**src/rtl/edge_result_buf_pkg.sv**
```systemverilog
// Shared definitions for the edge-detection result buffer: OBI subordinate
// types, register offsets, STATUS/CTRL layouts and the user-domain demux rule.
// The optional STAT counter is enabled by defining EDGE_RESULT_BUF_STATS_EN.
package edge_result_buf_pkg;

    // OBI subordinate configuration used by the user-domain demux ports
    localparam int unsigned ObiAddrWidth = 32;
    localparam int unsigned ObiDataWidth = 32;
    localparam int unsigned ObiIdWidth   = 3;

    typedef struct packed {
        int unsigned AddrWidth;
        int unsigned DataWidth;
        int unsigned IdWidth;
    } obi_cfg_t;

    localparam obi_cfg_t SbrObiCfg = '{
        AddrWidth: ObiAddrWidth,
        DataWidth: ObiDataWidth,
        IdWidth:   ObiIdWidth
    };

    typedef struct packed {
        logic [ObiAddrWidth-1:0]   addr;
        logic                      we;
        logic [ObiDataWidth/8-1:0] be;
        logic [ObiDataWidth-1:0]   wdata;
        logic [ObiIdWidth-1:0]     aid;
    } sbr_obi_a_chan_t;

    typedef struct packed {
        sbr_obi_a_chan_t a;
        logic            req;
    } sbr_obi_req_t;

    typedef struct packed {
        logic [ObiDataWidth-1:0] rdata;
        logic [ObiIdWidth-1:0]   rid;
        logic                    err;
    } sbr_obi_r_chan_t;

    typedef struct packed {
        sbr_obi_r_chan_t r;
        logic            gnt;
        logic            rvalid;
    } sbr_obi_rsp_t;

    // Register byte offsets inside the 4 KiB window
    localparam logic [7:0] EdgeBufDataOffset   = 8'h00;
    localparam logic [7:0] EdgeBufStatusOffset = 8'h04;
    localparam logic [7:0] EdgeBufCtrlOffset   = 8'h08;
    localparam logic [7:0] EdgeBufThreshOffset = 8'h0C;
    localparam logic [7:0] EdgeBufStatOffset   = 8'h10;

    // Read data returned alongside err=1
    localparam logic [31:0] EdgeBufErrData = 32'hBADCAB1E;

    typedef struct packed {
        logic [17:0] reserved;
        logic        underflow;
        logic        overflow;
        logic        done;
        logic        full;
        logic        empty;
        logic [8:0]  count;
    } edge_buf_status_t;

    typedef struct packed {
        logic [27:0] reserved;
        logic        clear;
        logic        irq_done_en;
        logic        irq_thresh_en;
        logic        en;
    } edge_buf_ctrl_t;

    // Position of this block on the user-domain OBI demux
    typedef struct packed {
        int unsigned idx;
        logic [31:0] start_addr;
        logic [31:0] end_addr;
    } addr_rule_t;

    localparam int unsigned UserEdgeBuf           = 1;
    localparam logic [31:0] UserEdgeBufAddrOffset = 32'h2000_1000;
    localparam logic [31:0] UserEdgeBufAddrRange  = 32'h0000_1000;

    localparam addr_rule_t UserEdgeBufAddrRule = '{
        idx:        UserEdgeBuf,
        start_addr: UserEdgeBufAddrOffset,
        end_addr:   UserEdgeBufAddrOffset + UserEdgeBufAddrRange
    };

endpackage

```
**src/rtl/edge_result_buf_fifo.sv**
```systemverilog
// Pixel FIFO for the edge result buffer: power-of-two depth, naturally
// wrapping pointers, explicit occupancy count, synchronous flush, and a
// registered pop-data output so the storage maps onto block RAM.
module edge_result_fifo #(
    parameter int unsigned Depth      = 16,
    parameter int unsigned PixelWidth = 8
) (
    input  logic                      clk_i,
    input  logic                      rst_ni,
    input  logic                      flush_i,
    input  logic                      push_i,
    input  logic [PixelWidth-1:0]     data_i,
    input  logic                      pop_i,
    output logic [PixelWidth-1:0]     data_o,
    output logic                      full_o,
    output logic                      empty_o,
    output logic [$clog2(Depth):0]    count_o
);

    localparam int unsigned AW = $clog2(Depth);
    localparam int unsigned CW = AW + 1;

    logic [PixelWidth-1:0] mem_q [Depth];
    logic [PixelWidth-1:0] data_q;
    logic [AW-1:0]         wr_ptr_q, wr_ptr_d;
    logic [AW-1:0]         rd_ptr_q, rd_ptr_d;
    logic [CW-1:0]         count_q, count_d;
    logic                  push_ok, pop_ok;

    assign full_o  = (count_q == CW'(Depth));
    assign empty_o = (count_q == '0);
    assign count_o = count_q;
    assign data_o  = data_q;

    // Flush overrides both ports; otherwise only legal pushes/pops take effect
    assign push_ok = push_i && !full_o  && !flush_i;
    assign pop_ok  = pop_i  && !empty_o && !flush_i;

    // Next pointer and occupancy values
    always_comb begin
        wr_ptr_d = wr_ptr_q;
        rd_ptr_d = rd_ptr_q;
        count_d  = count_q;
        if (flush_i) begin
            wr_ptr_d = '0;
            rd_ptr_d = '0;
            count_d  = '0;
        end else begin
            if (push_ok) wr_ptr_d = wr_ptr_q + AW'(1);
            if (pop_ok)  rd_ptr_d = rd_ptr_q + AW'(1);
            count_d = count_q + CW'(push_ok) - CW'(pop_ok);
        end
    end

    // Pointer and occupancy state
    always_ff @(posedge clk_i or negedge rst_ni) begin
        if (!rst_ni) begin
            wr_ptr_q <= '0;
            rd_ptr_q <= '0;
            count_q  <= '0;
        end else begin
            wr_ptr_q <= wr_ptr_d;
            rd_ptr_q <= rd_ptr_d;
            count_q  <= count_d;
        end
    end

    // Storage write port and registered read port (no reset on RAM contents)
    always_ff @(posedge clk_i) begin
        if (push_ok) mem_q[wr_ptr_q] <= data_i;
        if (pop_ok)  data_q <= mem_q[rd_ptr_q];
    end

endmodule

```
**src/rtl/edge_result_buf.sv**
```systemverilog
// Edge result buffer: accepts the accelerator pixel stream into a FIFO and
// exposes it to the core as an OBI subordinate with DATA/STATUS/CTRL/THRESH
// registers and a level interrupt.
// Define EDGE_RESULT_BUF_STATS_EN to add the STAT counter at offset 0x10.
module edge_result_buf
    import edge_result_buf_pkg::*;
#(
    parameter obi_cfg_t    ObiCfg     = SbrObiCfg,
    parameter type         obi_req_t  = sbr_obi_req_t,
    parameter type         obi_rsp_t  = sbr_obi_rsp_t,
    parameter int unsigned Depth      = 16,
    parameter int unsigned PixelWidth = 8
) (
    input  logic                  clk_i,
    input  logic                  rst_ni,
    input  obi_req_t              obi_req_i,
    output obi_rsp_t              obi_rsp_o,
    input  logic                  px_valid_i,
    output logic                  px_ready_o,
    input  logic [PixelWidth-1:0] px_data_i,
    input  logic                  px_last_i,
    output logic                  irq_o
);

    localparam int unsigned DW = ObiCfg.DataWidth;
    localparam int unsigned IW = ObiCfg.IdWidth;
    localparam int unsigned CW = $clog2(Depth) + 1;

    // Control, flag and response state
    logic          en_q, en_d;
    logic          thresh_en_q, thresh_en_d;
    logic          done_en_q, done_en_d;
    logic [8:0]    thresh_q, thresh_d;
    logic          done_q, done_d;
    logic          ovf_q, ovf_d;
    logic          unf_q, unf_d;
    logic          irq_q, irq_d;
    logic          rvalid_q;
    logic [IW-1:0] rid_q;
    logic [DW-1:0] rdata_q, rdata_d;
    logic          err_q, err_d;
    logic          pop_rsp_q;

`ifdef EDGE_RESULT_BUF_STATS_EN
    logic [31:0]   stat_q, stat_d;
`endif

    // FIFO interface
    logic                  fifo_full, fifo_empty;
    logic [CW-1:0]         fifo_count;
    logic [PixelWidth-1:0] fifo_rdata;
    logic                  push, pop, clear;

    // Decode helpers
    logic                  req, we;
    logic                  addr_bad;
    logic [7:0]            reg_off;
    logic                  wr_ctrl, wr_thresh, unf_set;
    logic [DW-1:0]         pop_data;
    edge_buf_status_t      status;
    edge_buf_ctrl_t        ctrl_rd;
    logic                  unused_obi_bits;

    assign req = obi_req_i.req;
    assign we  = obi_req_i.a.we;
    assign reg_off = {3'b000, obi_req_i.a.addr[4:2], 2'b00};
`ifdef EDGE_RESULT_BUF_STATS_EN
    assign addr_bad = (obi_req_i.a.addr[11:5] != '0);
`else
    assign addr_bad = (obi_req_i.a.addr[11:4] != '0);
`endif

    assign unused_obi_bits = ^{obi_req_i.a.addr[31:12], obi_req_i.a.addr[1:0],
                               obi_req_i.a.wdata[31:9], obi_req_i.a.be[3:2]};

    // Readiness depends on registered state only
    assign px_ready_o = en_q && !fifo_full;
    assign push       = px_valid_i && px_ready_o;
    assign irq_o      = irq_q;

    edge_result_fifo #(
        .Depth      (Depth),
        .PixelWidth (PixelWidth)
    ) u_fifo (
        .clk_i   (clk_i),
        .rst_ni  (rst_ni),
        .flush_i (clear),
        .push_i  (push),
        .data_i  (px_data_i),
        .pop_i   (pop),
        .data_o  (fifo_rdata),
        .full_o  (fifo_full),
        .empty_o (fifo_empty),
        .count_o (fifo_count)
    );

    // Register readback words
    always_comb begin
        status           = '0;
        status.count     = 9'(fifo_count);
        status.empty     = fifo_empty;
        status.full      = fifo_full;
        status.done      = done_q;
        status.overflow  = ovf_q;
        status.underflow = unf_q;
        ctrl_rd               = '0;
        ctrl_rd.en            = en_q;
        ctrl_rd.irq_thresh_en = thresh_en_q;
        ctrl_rd.irq_done_en   = done_en_q;
        pop_data                 = '0;
        pop_data[PixelWidth-1:0] = fifo_rdata;
    end

    // OBI address decode; erroneous accesses raise no strobes
    always_comb begin
        rdata_d   = '0;
        err_d     = 1'b0;
        pop       = 1'b0;
        wr_ctrl   = 1'b0;
        wr_thresh = 1'b0;
        unf_set   = 1'b0;
        if (req) begin
            if (addr_bad) begin
                err_d = 1'b1;
            end else begin
                case (reg_off)
                    EdgeBufDataOffset: begin
                        if (we)              err_d   = 1'b1;
                        else if (fifo_empty) unf_set = 1'b1;
                        else                 pop     = 1'b1;
                    end
                    EdgeBufStatusOffset: begin
                        if (we) err_d = 1'b1;
                        else    rdata_d = DW'(status);
                    end
                    EdgeBufCtrlOffset: begin
                        if (we) wr_ctrl = 1'b1;
                        else    rdata_d = DW'(ctrl_rd);
                    end
                    EdgeBufThreshOffset: begin
                        if (we) wr_thresh = 1'b1;
                        else    rdata_d = DW'(thresh_q);
                    end
`ifdef EDGE_RESULT_BUF_STATS_EN
                    EdgeBufStatOffset: begin
                        if (we) err_d = 1'b1;
                        else    rdata_d = DW'(stat_q);
                    end
`endif
                    default: err_d = 1'b1;
                endcase
            end
        end
        if (err_d) rdata_d = DW'(EdgeBufErrData);
    end

    // Next control, threshold, flag and irq values; clear beats every set
    always_comb begin
        en_d        = en_q;
        thresh_en_d = thresh_en_q;
        done_en_d   = done_en_q;
        clear       = 1'b0;
        if (wr_ctrl && obi_req_i.a.be[0]) begin
            en_d        = obi_req_i.a.wdata[0];
            thresh_en_d = obi_req_i.a.wdata[1];
            done_en_d   = obi_req_i.a.wdata[2];
            clear       = obi_req_i.a.wdata[3];
        end
        thresh_d = thresh_q;
        if (wr_thresh) begin
            if (obi_req_i.a.be[0]) thresh_d[7:0] = obi_req_i.a.wdata[7:0];
            if (obi_req_i.a.be[1]) thresh_d[8]   = obi_req_i.a.wdata[8];
        end
        done_d = done_q || (push && px_last_i);
        ovf_d  = ovf_q  || (px_valid_i && en_q && fifo_full);
        unf_d  = unf_q  || unf_set;
`ifdef EDGE_RESULT_BUF_STATS_EN
        stat_d = stat_q;
        if (push && (32'(px_data_i) >= 32'(thresh_q[7:0])) && (stat_q != '1))
            stat_d = stat_q + 32'd1;
        if (clear) stat_d = '0;
`endif
        if (clear) begin
            done_d = 1'b0;
            ovf_d  = 1'b0;
            unf_d  = 1'b0;
        end
        irq_d = (thresh_en_q && (9'(fifo_count) >= thresh_q)) ||
                (done_en_q && done_q);
    end

    // State registers and the one-cycle OBI response
    always_ff @(posedge clk_i or negedge rst_ni) begin
        if (!rst_ni) begin
            en_q        <= 1'b0;
            thresh_en_q <= 1'b0;
            done_en_q   <= 1'b0;
            thresh_q    <= 9'(Depth / 2);
            done_q      <= 1'b0;
            ovf_q       <= 1'b0;
            unf_q       <= 1'b0;
            irq_q       <= 1'b0;
            rvalid_q    <= 1'b0;
            rid_q       <= '0;
            rdata_q     <= '0;
            err_q       <= 1'b0;
            pop_rsp_q   <= 1'b0;
        end else begin
            en_q        <= en_d;
            thresh_en_q <= thresh_en_d;
            done_en_q   <= done_en_d;
            thresh_q    <= thresh_d;
            done_q      <= done_d;
            ovf_q       <= ovf_d;
            unf_q       <= unf_d;
            irq_q       <= irq_d;
            rvalid_q    <= req;
            rid_q       <= req ? obi_req_i.a.aid : '0;
            rdata_q     <= rdata_d;
            err_q       <= err_d;
            pop_rsp_q   <= pop;
        end
    end

`ifdef EDGE_RESULT_BUF_STATS_EN
    // Saturating count of accepted pixels at or above THRESH[7:0]
    always_ff @(posedge clk_i or negedge rst_ni) begin
        if (!rst_ni) stat_q <= '0;
        else         stat_q <= stat_d;
    end
`endif

    // Response assembly; popped data comes straight from the FIFO read register
    always_comb begin
        obi_rsp_o         = '0;
        obi_rsp_o.gnt     = req && rst_ni;
        obi_rsp_o.rvalid  = rvalid_q;
        obi_rsp_o.r.rdata = pop_rsp_q ? pop_data : rdata_q;
        obi_rsp_o.r.rid   = rid_q;
        obi_rsp_o.r.err   = err_q;
    end

endmodule

```
**config.mk**
```make
export PLATFORM = sky130hd
export DESIGN_NAME = edge_result_buf
export DESIGN_NICKNAME = d
export VERILOG_FILES = /design/src/rtl/edge_result_buf_pkg.sv /design/src/rtl/edge_result_buf_fifo.sv /design/src/rtl/edge_result_buf.sv
export SDC_FILE = /design/constraint.sdc
export NUM_CORES = 1
export LEC_CHECK = 0
export BUFFER_PORTS_ARGS = -buffer_cell sky130_fd_sc_hd__buf_2
export CAP_MARGIN = 5
export CORE_MARGIN = 5
export CORE_UTILIZATION = 40
export DETAILED_ROUTE_END_ITERATION = 8
export GPL_TIMING_DRIVEN = 0
export PLACE_DENSITY = 0.7
export REMOVE_ABC_BUFFERS = 1
export SYNTH_ARGS = -nofsm -noshare
export SYNTH_HDL_FRONTEND = slang
export SYNTH_HIERARCHICAL = 1
export SYNTH_SLANG_ARGS = --single-unit
```
**constraint.sdc**
```tcl
create_clock -name clk_i -period 3.6 [get_ports clk_i]
set_input_delay 0.18 -clock clk_i [delete_from_list [all_inputs] [get_ports clk_i]]
set_output_delay 0.18 -clock clk_i [all_outputs]
set_load 0.01 [all_outputs]
```
==> summary.md, run 1 <==
| Metric | Value |
|---|---|
| Status | complete, but fails checks |
| Failing checks | negative hold slack |
| Tcrit/Tclk final | roughly 93% |
| Min Hold Slack | -0.03315 ns |
| Met2 Wirelength | 8898 um |
| CP Cell Sequence | inv_1 > ha_1 > nand4bb_1 > inv_2 > nor2_2 > inv_1 > nor3_4 > inv_1 > ha_1 > inv_1 > ha_1 > inv_1 > fa_1 > nor2b_1 > o21bai_1 > a21oi_1 > nor3b_1 |
| Peak VDD IR | 0.3247 mV |
| Initial antenna violation count | 0 |
| Leak Pwr | between 3 and 4 nW |
| Final Power | ~4.4 mW |
| Fin worst setup slack | between 0.2 and 0.25 ns |
| Post-route ant nets | 0 |
| Synthesized flop and latch total | ~190 |
| Total Routing Usage GR | about 14% |
| IO Port Bufs | 70 |
| Area leader, netlist | edfxtp_1 |
| Pre-CTS WS | -0.2103 ns |
| Routed WL | ~17000 um |
| Met3 wire length | between 600 and 700 um |
| Non-Filler Instances | ~900 |
| Vias in the first global route | about 4600 |
| Starting Density | between 40% and 50% |
| Fmax achieved | approximately 0.3 GHz |
| Final nets | a little under 700 |
| # setup viols final | 0 |
| Worst Max-Slew Pin Slew | 1.291 ns |
| Synth top cells by count | edfxtp_1 (136), dfrtp_1 (48), nor2_1 (36) |
| RSZ-0062 raised after global routing | false |
| GRT overflow | 0 |
| Top Ports | about 130 |
| Yosys warning count | 6 |
| Dpl hpwl | roughly 11000 um |
| DR WL/cell | ~19 um |
| TritonCTS clock tree | built |
| Clk pin slew, worst setup/hold paths | about 0.070 ns |
| Area Growth Syn to Fin | 13.83% |
| Row Count | 52 |
| Number of remaining DRC errors | 0 |
| Crit Path Max Fanout | 6 |
| CP Buf/Inv Count | 6 |
| Asr flop ratio synth | about a quarter |
| Post-Syn Area | about 8100 um^2 |
| Share of cells above drive strength 1 | about 28% |
| Synthesized instance count | about 530 |
| Die extent in y | 152.4 um |
| Fill count | 1700 |
| Vias per cell | 5.152 |
| Number of flops mapped to enable cells by yosys | about 140 |
| Post-route setup TNS | 0 ns |
| Hold WC Path Type | primary input to asynchronous set/reset pin |
| Max Cap Viol | 0 |
| DIE WIDTH | approximately 150 um |
| Synth unique cells | 53 |
| PwrDens | between 400 and 500 nW/um^2 |
| Via count | ~4500 |
| DRT Pass-1 Iters | 5 |
| DIE AREA | around 23000 um^2 |
| Final hold viol count | 48 |
| Arr. time, crit path | ~3.6 ns |
| Bufs on Longest Clock Path | 2 |
| Clock latency on the worst-skew pair | about 0.42 ns |
| Critical path capture point type | flip-flop |
| CTS root buf | clkbuf_16 |
| CP max stage delay | roughly 0.4 ns |
| Top sig layer | met4 |
| Critical path's most frequent cell | inv_1 |
| Max Slew Vio Count | 0 |
| Mean Syn Cell Area | between 15 and 20 um^2 |
| GPL Wtd Cong | ~0.80 |
| Startpoint types | flip-flop |
| Fin crit period | ~3.4 ns |
| Seq/Total Area, Yosys | between 60% and 70% |
| CP max-delay cell | dfrtp_1 |
| DRT iter0 DRCs | 475 |
| Cts bufs inserted | 17 |
| Crit path max-delay family | adder cells |
| Top cell type's share of synthesized area | 50.36% |
| Crit path kind | flip-flop to flip-flop |
| Layout Skew | between 0.01 and 0.015 ns |
| Worst Path Required | 3.88 ns |
| Met1 WL | about 6700 um |
| Worst slew margin | around an eighth |
| Synth Flop Type | edfxtp_1 |
| Diode count | 0 |
| Placed Cells | 832 |
| Global-route wire length before repair | around 26000 um |
| Top post-synthesis cells by area | edfxtp_1 (50%), dfrtp_1 (15%), mux4_2 (4.4%) |
| Core ar. | around 20000 um^2 |
| Clk sinks | between 150 and 200 |
| H-tree depth | 4 |
| Top-count cell post-synth | edfxtp_1 |
| Largest net degree at the start of global routing | 52 |
cells by family after synthesis:
| kind of cell | count (synthesis) | synth area share, % |
|---|---|---|
| AO/OA/AOI/OAI | 57 | 5.678 |
| XOR/XNOR | 8 | 0.8640 |
| adder cells (fa/ha/maj) | 17 | 2.716 |
| buffers and inverters | 63 | 4.660 |
| flip-flops | 185 | 65.50 |
| multiplexers | 73 | 11.90 |
| other | 1 | 0.04624 |
| AND/OR/NAND/NOR | 123 | 8.641 |
power breakdown:
part	total, mW	internal [mW]	switching [mW]
Clock	1.75	0.916	0.832
Sequential	2.34	2.32	0.0287
Combinational	0.290	0.123	0.167
Total	4.38	3.35	1.03
worst register-to-register path: stages (launching register included):
cell	delay, ns
dfrtp_1	0.41
inv_1	0.08
ha_1	0.22
nand4bb_1	0.18
inv_2	0.11
nor2_2	0.24
inv_1	0.13
nor3_4	0.28
inv_1	0.07
ha_1	0.29
inv_1	0.06
ha_1	0.17
inv_1	0.06
fa_1	0.40
nor2b_1	0.16
o21bai_1	0.11
a21oi_1	0.17
nor3b_1	0.06
flip-flops by register name, summed over array words and instances, names as in the netlist, 3 cells and up:
signal and cells:
rdata_q 15, rid_q 3, thresh_q 9, u_fifo/count_o 5
u_fifo/data_o 8, u_fifo/mem_q 128, u_fifo/rd_ptr_q 4, u_fifo/wr_ptr_q 4
stage by stage:
step / instance area, um^2 / util, % / hold slack [ns]
after detailed placement: 8531 / 42.43 / 0.3969
after CTS: 9209 / 45.81 / 0.002984
after global routing: 9230 / 45.91 / 0.006591
after global placement: 8524 / 42.40 / 0.3954
after floorplan: 7836 / - / -0.1156
final: 9230 / 45.91 / -0.03315
worst paths after layout:
path                                         from                  to  slack [ns]  cells after the start
worst max-delay path            u_fifo/count_o[2]   u_fifo/count_o[4]        0.24                     17
worst min-delay path                       rst_ni         thresh_q[8]       -0.03                      1
worst max register to register  u_fifo/count_o[2]   u_fifo/count_o[4]        0.24                     17
worst min register to register              ovf_q         rdata_q[12]        0.49                      1
max in group asynchronous                  rst_ni  u_fifo/rd_ptr_q[0]        2.85                      1
min in group clk_i                   obi_req_i[9]         thresh_q[5]        0.01                      2
layer usage:
layer	vias to the layer above	GRT usage (%)
met1	2303	17.64
met5	-	0
met4	0	5.608
li1	2084	-
met2	109	24.96
met3	17	2.187
layout by cell type (no fill, tap or decap), drive strengths merged, types with 13 or more instances in the layout:
| cell type | n |
|---|---|
| mux4 | 16 |
| mux2 | 24 |
| nor2 | 36 |
| inv | 28 |
| ha | 16 |
| clkbuf | 18 |
| dfrtp | 48 |
| buf | 71 |
| edfxtp | 136 |
| nor2b | 13 |
| mux2i | 33 |
| and2 | 13 |
| nand2 | 22 |
| a221oi | 16 |
repair_timing:
action	in CTS	in global routing
endpoints found under the hold margin	12	0
buffers inserted	0	1
setup endpoints to repair	1	33
hold buffers	11	0
resized for setup	1	3
pin swaps	0	1
cell type report:
type                    instances  area (um^2)  area share, %
well taps                     270        337.8          3.660
clock buffers                  18        429.2          4.650
flip-flops and latches        185         5315          57.58
repair buffers                 82        467.9          5.070
multi-input cells             285         2461          26.66
inverters                      22        82.58         0.8947
clock inverters                14        136.4          1.478
Power figures use the tool's default switching activity.
==> run 2: changes to the inputs <==
- RECOVER_POWER: default -> 50
==> run 2 against run 1 <==
Net effect:
- the run ends with max-capacitance violations, max-slew violations left
- routed wire length barely moved
- first-iteration DRC count shrank 7.8%
- total power is 0.28% lower
- via count rose by 0.18%
- die area did not move
- sequential share of layout area is 0.39 points higher
- critical path type unchanged
- highest routed layer unchanged
- critical endpoint unchanged
- hold slack gained 0.049 ns
- cell area fell by 0.66%
- register-to-register slack hardly changed
==> summary.md, run 2 (synthesis results as in run 1) <==
| Metric | Value |
|---|---|
| Placed Cells | 832 (unchanged) |
| Post-route ant nets | 0 (unchanged) |
| Min Hold Slack | 0.01611 ns (+0.04926 ns) |
| Share of cells above drive strength 1 | 24.75% (-3.3 points) |
| Largest net degree at the start of global routing | 52 (unchanged) |
| DRT iter0 DRCs | 438 (-7.8%) |
| Vias in the first global route | 4598 (unchanged) |
| Clock latency on the worst-skew pair | 0.42 ns (about the same) |
| Worst Path Required | 3.88 ns (about the same) |
| Starting Density | 40.33% (unchanged) |
| Most flop-heavy register | u_fifo/mem_q |
| Crit Path Max Fanout | 6 (unchanged) |
| Max Cap Viol | 1 (+1) |
| Area Growth Syn to Fin | 13.07% |
| Largest registers | u_fifo/mem_q: 128 flops, rdata_q: 15 flops, thresh_q: 9 flops |
| Final hold viol count | 0 (-100%) |
| Arr. time, crit path | 3.63 ns (about the same) |
| Pre-CTS WS | -0.2103 ns (unchanged) |
| GRT overflow | 0 (unchanged) |
| CP max stage delay | 0.41 ns (about the same) |
| Non-Filler Instances | 876 (unchanged) |
| Critical path capture point type | flip-flop |
| Reg-to-reg startpoint | u_fifo/count_o[2] |
| CP Buf/Inv Count | 6 (unchanged) |
| Dpl hpwl | 11220 um (unchanged) |
| Via count | 4521 (+0.18%) |
| DIE WIDTH | 152.4 um (unchanged) |
| Max Slew Vio Count | 51 (+51) |
| Top Ports | 125 (unchanged) |
| Status | complete, but fails checks |
| Core ar. | 20100 um^2 (unchanged) |
| Fin crit period | 3.350 ns (-0.01170 ns) |
| Tcrit/Tclk final | 93.06% (-0.32 points) |
| DRT Pass-1 Iters | 5 (unchanged) |
| CP max-delay cell | dfrtp_1 |
| TritonCTS clock tree | built |
| Commonest non-fill, non-tap cell in the layout | edfxtp_1 |
| Routed WL | 16580 um (about the same) |
| Failing checks | max-capacitance violations, max-slew violations |
| Cell Area, Placed | 8531 um^2 (unchanged) |
| Crit path max-delay family | adder cells |
| H-tree depth | 4 (unchanged) |
| Worst Max-Slew Pin Slew | 2.611 ns (+1.320 ns) |
| Final Cell Area | 9169 um^2 (-0.66%) |
| # setup viols final | 0 (unchanged) |
| Beginning of the worst hold path | px_last_i |
| Fin worst setup slack | 0.2499 ns (+0.01170 ns) |
| Worst Setup SP | u_fifo/count_o[2] |
| IO Port Bufs | 70 (unchanged) |
| Crit path kind | flip-flop to flip-flop |
| Post-route setup TNS | 0 ns (unchanged) |
| Final nets | 695 (unchanged) |
| CP Cell Sequence | inv_1 > ha_1 > nand4bb_1 > inv_2 > nor2_2 > inv_1 > nor3_4 > inv_1 > ha_1 > inv_1 > ha_1 > inv_1 > fa_1 > nor2b_1 > o21bai_1 > a21oi_1 > nor3b_1 |
| Die extent in y | 152.4 um (unchanged) |
| Hold WC Path Type | primary input to flip-flop |
| Fmax achieved | 0.2985 GHz (+0.35%) |
| RSZ-0062 raised after global routing | false |
| Layout Skew | 0.01002 ns (-0.0003293 ns) |
| Worst slew margin | -74.05% (-87 points) |
| Cts bufs inserted | 17 (unchanged) |
| Bufs on Longest Clock Path | 2 (unchanged) |
| Peak VDD IR | 0.3229 mV (-0.55%) |
| PwrDens | 476.6 nW/um^2 (+0.39%) |
| DIE AREA | 23220 um^2 (unchanged) |
| Total Routing Usage GR | 14.20% (unchanged) |
| Clk sinks | 185 (unchanged) |
| Most frequent cells in the layout | edfxtp_1 (136), buf_2 (54), dfrtp_1 (47) |
| Max reg flops | 128 (unchanged) |
| Row Count | 52 (unchanged) |
| CTS root buf | clkbuf_16 |
| Startpoint types | flip-flop |
| Initial antenna violation count | 0 (unchanged) |
| Clk pin slew, worst setup/hold paths | 0.07 ns (about the same) |
| DR WL/cell | 18.93 um (about the same) |
| Global-route wire length before repair | 25810 um (unchanged) |
| Leak Pwr | 3.357 nW (-1.8%) |
| Critical path's most frequent cell | inv_1 |
| Number of remaining DRC errors | 0 (unchanged) |
| GPL Wtd Cong | 0.8009 (unchanged) |
| Diode count | 0 (unchanged) |
| Vias per cell | 5.161 (+0.18%) |
run 2: cell types whose count changed in the layout (fill, tap and decap cells not counted), moves of 2 or more:
cell,before,now
and2_0,0,6
buf_2,70,54
and2_1,11,5
nor4_1,2,4
clkbuf_1,1,17
run 2: worst paths after layout:
check	slack [ns]	to	cells past startpoint
worst max register to register	0.25	u_fifo/count_o[4]	17
worst min register to register	0.49	rdata_q[12]	1
worst max-delay path	0.25	u_fifo/count_o[4]	17
max in group asynchronous	1.19	u_fifo/rd_ptr_q[0]	1
min in group asynchronous	0.58	thresh_q[8]	1
worst min-delay path	0.02	done_q	3
run 2: per-stage QoR:
step                      utilization [%]  power (mW)
after floorplan                         -       2.549
after global placement              42.40       2.655
after detailed placement            42.43       2.671
after CTS                           45.81       4.424
after global routing                45.61       4.553
final                               45.61       4.370
run 2: final cells by class:
class	count	area (um^2)
multi-input cells	285	2420
inverters	22	82.58
well taps	270	337.8
fillers	1710	10940
flip-flops and latches	185	5315
clock inverters	14	136.4
repair buffers	82	447.9
clock buffers	18	429.2
run 2: repair_timing:
action | CTS | global route
resized for setup | 1 | 3
hold buffers | 11 | 0
cloned | 0 | 0
buffers inserted | 0 | 1
pin swaps | 0 | 1
setup endpoints to repair | 1 | 33
endpoints found under the hold margin | 12 | 0
run 2: metal layers:
metal  vias up  part of all wire, %  GRT usage (%)
met5         -                    0              0
met4         0                  2.1          5.608
met3        20                  3.5          2.187
met2        95                   54          24.96
met1      2312                   41          17.64
li1       2094                    -              -
run 2: power breakdown:
part | internal (mW) | total, mW | leakage [nW] | switching [mW]
clock | 0.916 | 1.74 | 0.277 | 0.825
sequential | 2.32 | 2.35 | 1.86 | 0.0289
combinational | 0.119 | 0.284 | 1.23 | 0.164
total | 3.35 | 4.37 | 3.36 | 1.02
run 2: worst min-delay path: stages:
cell     delay [ns]
buf_2          0.08
a21oi_1        0.05
nor2_1         0.07
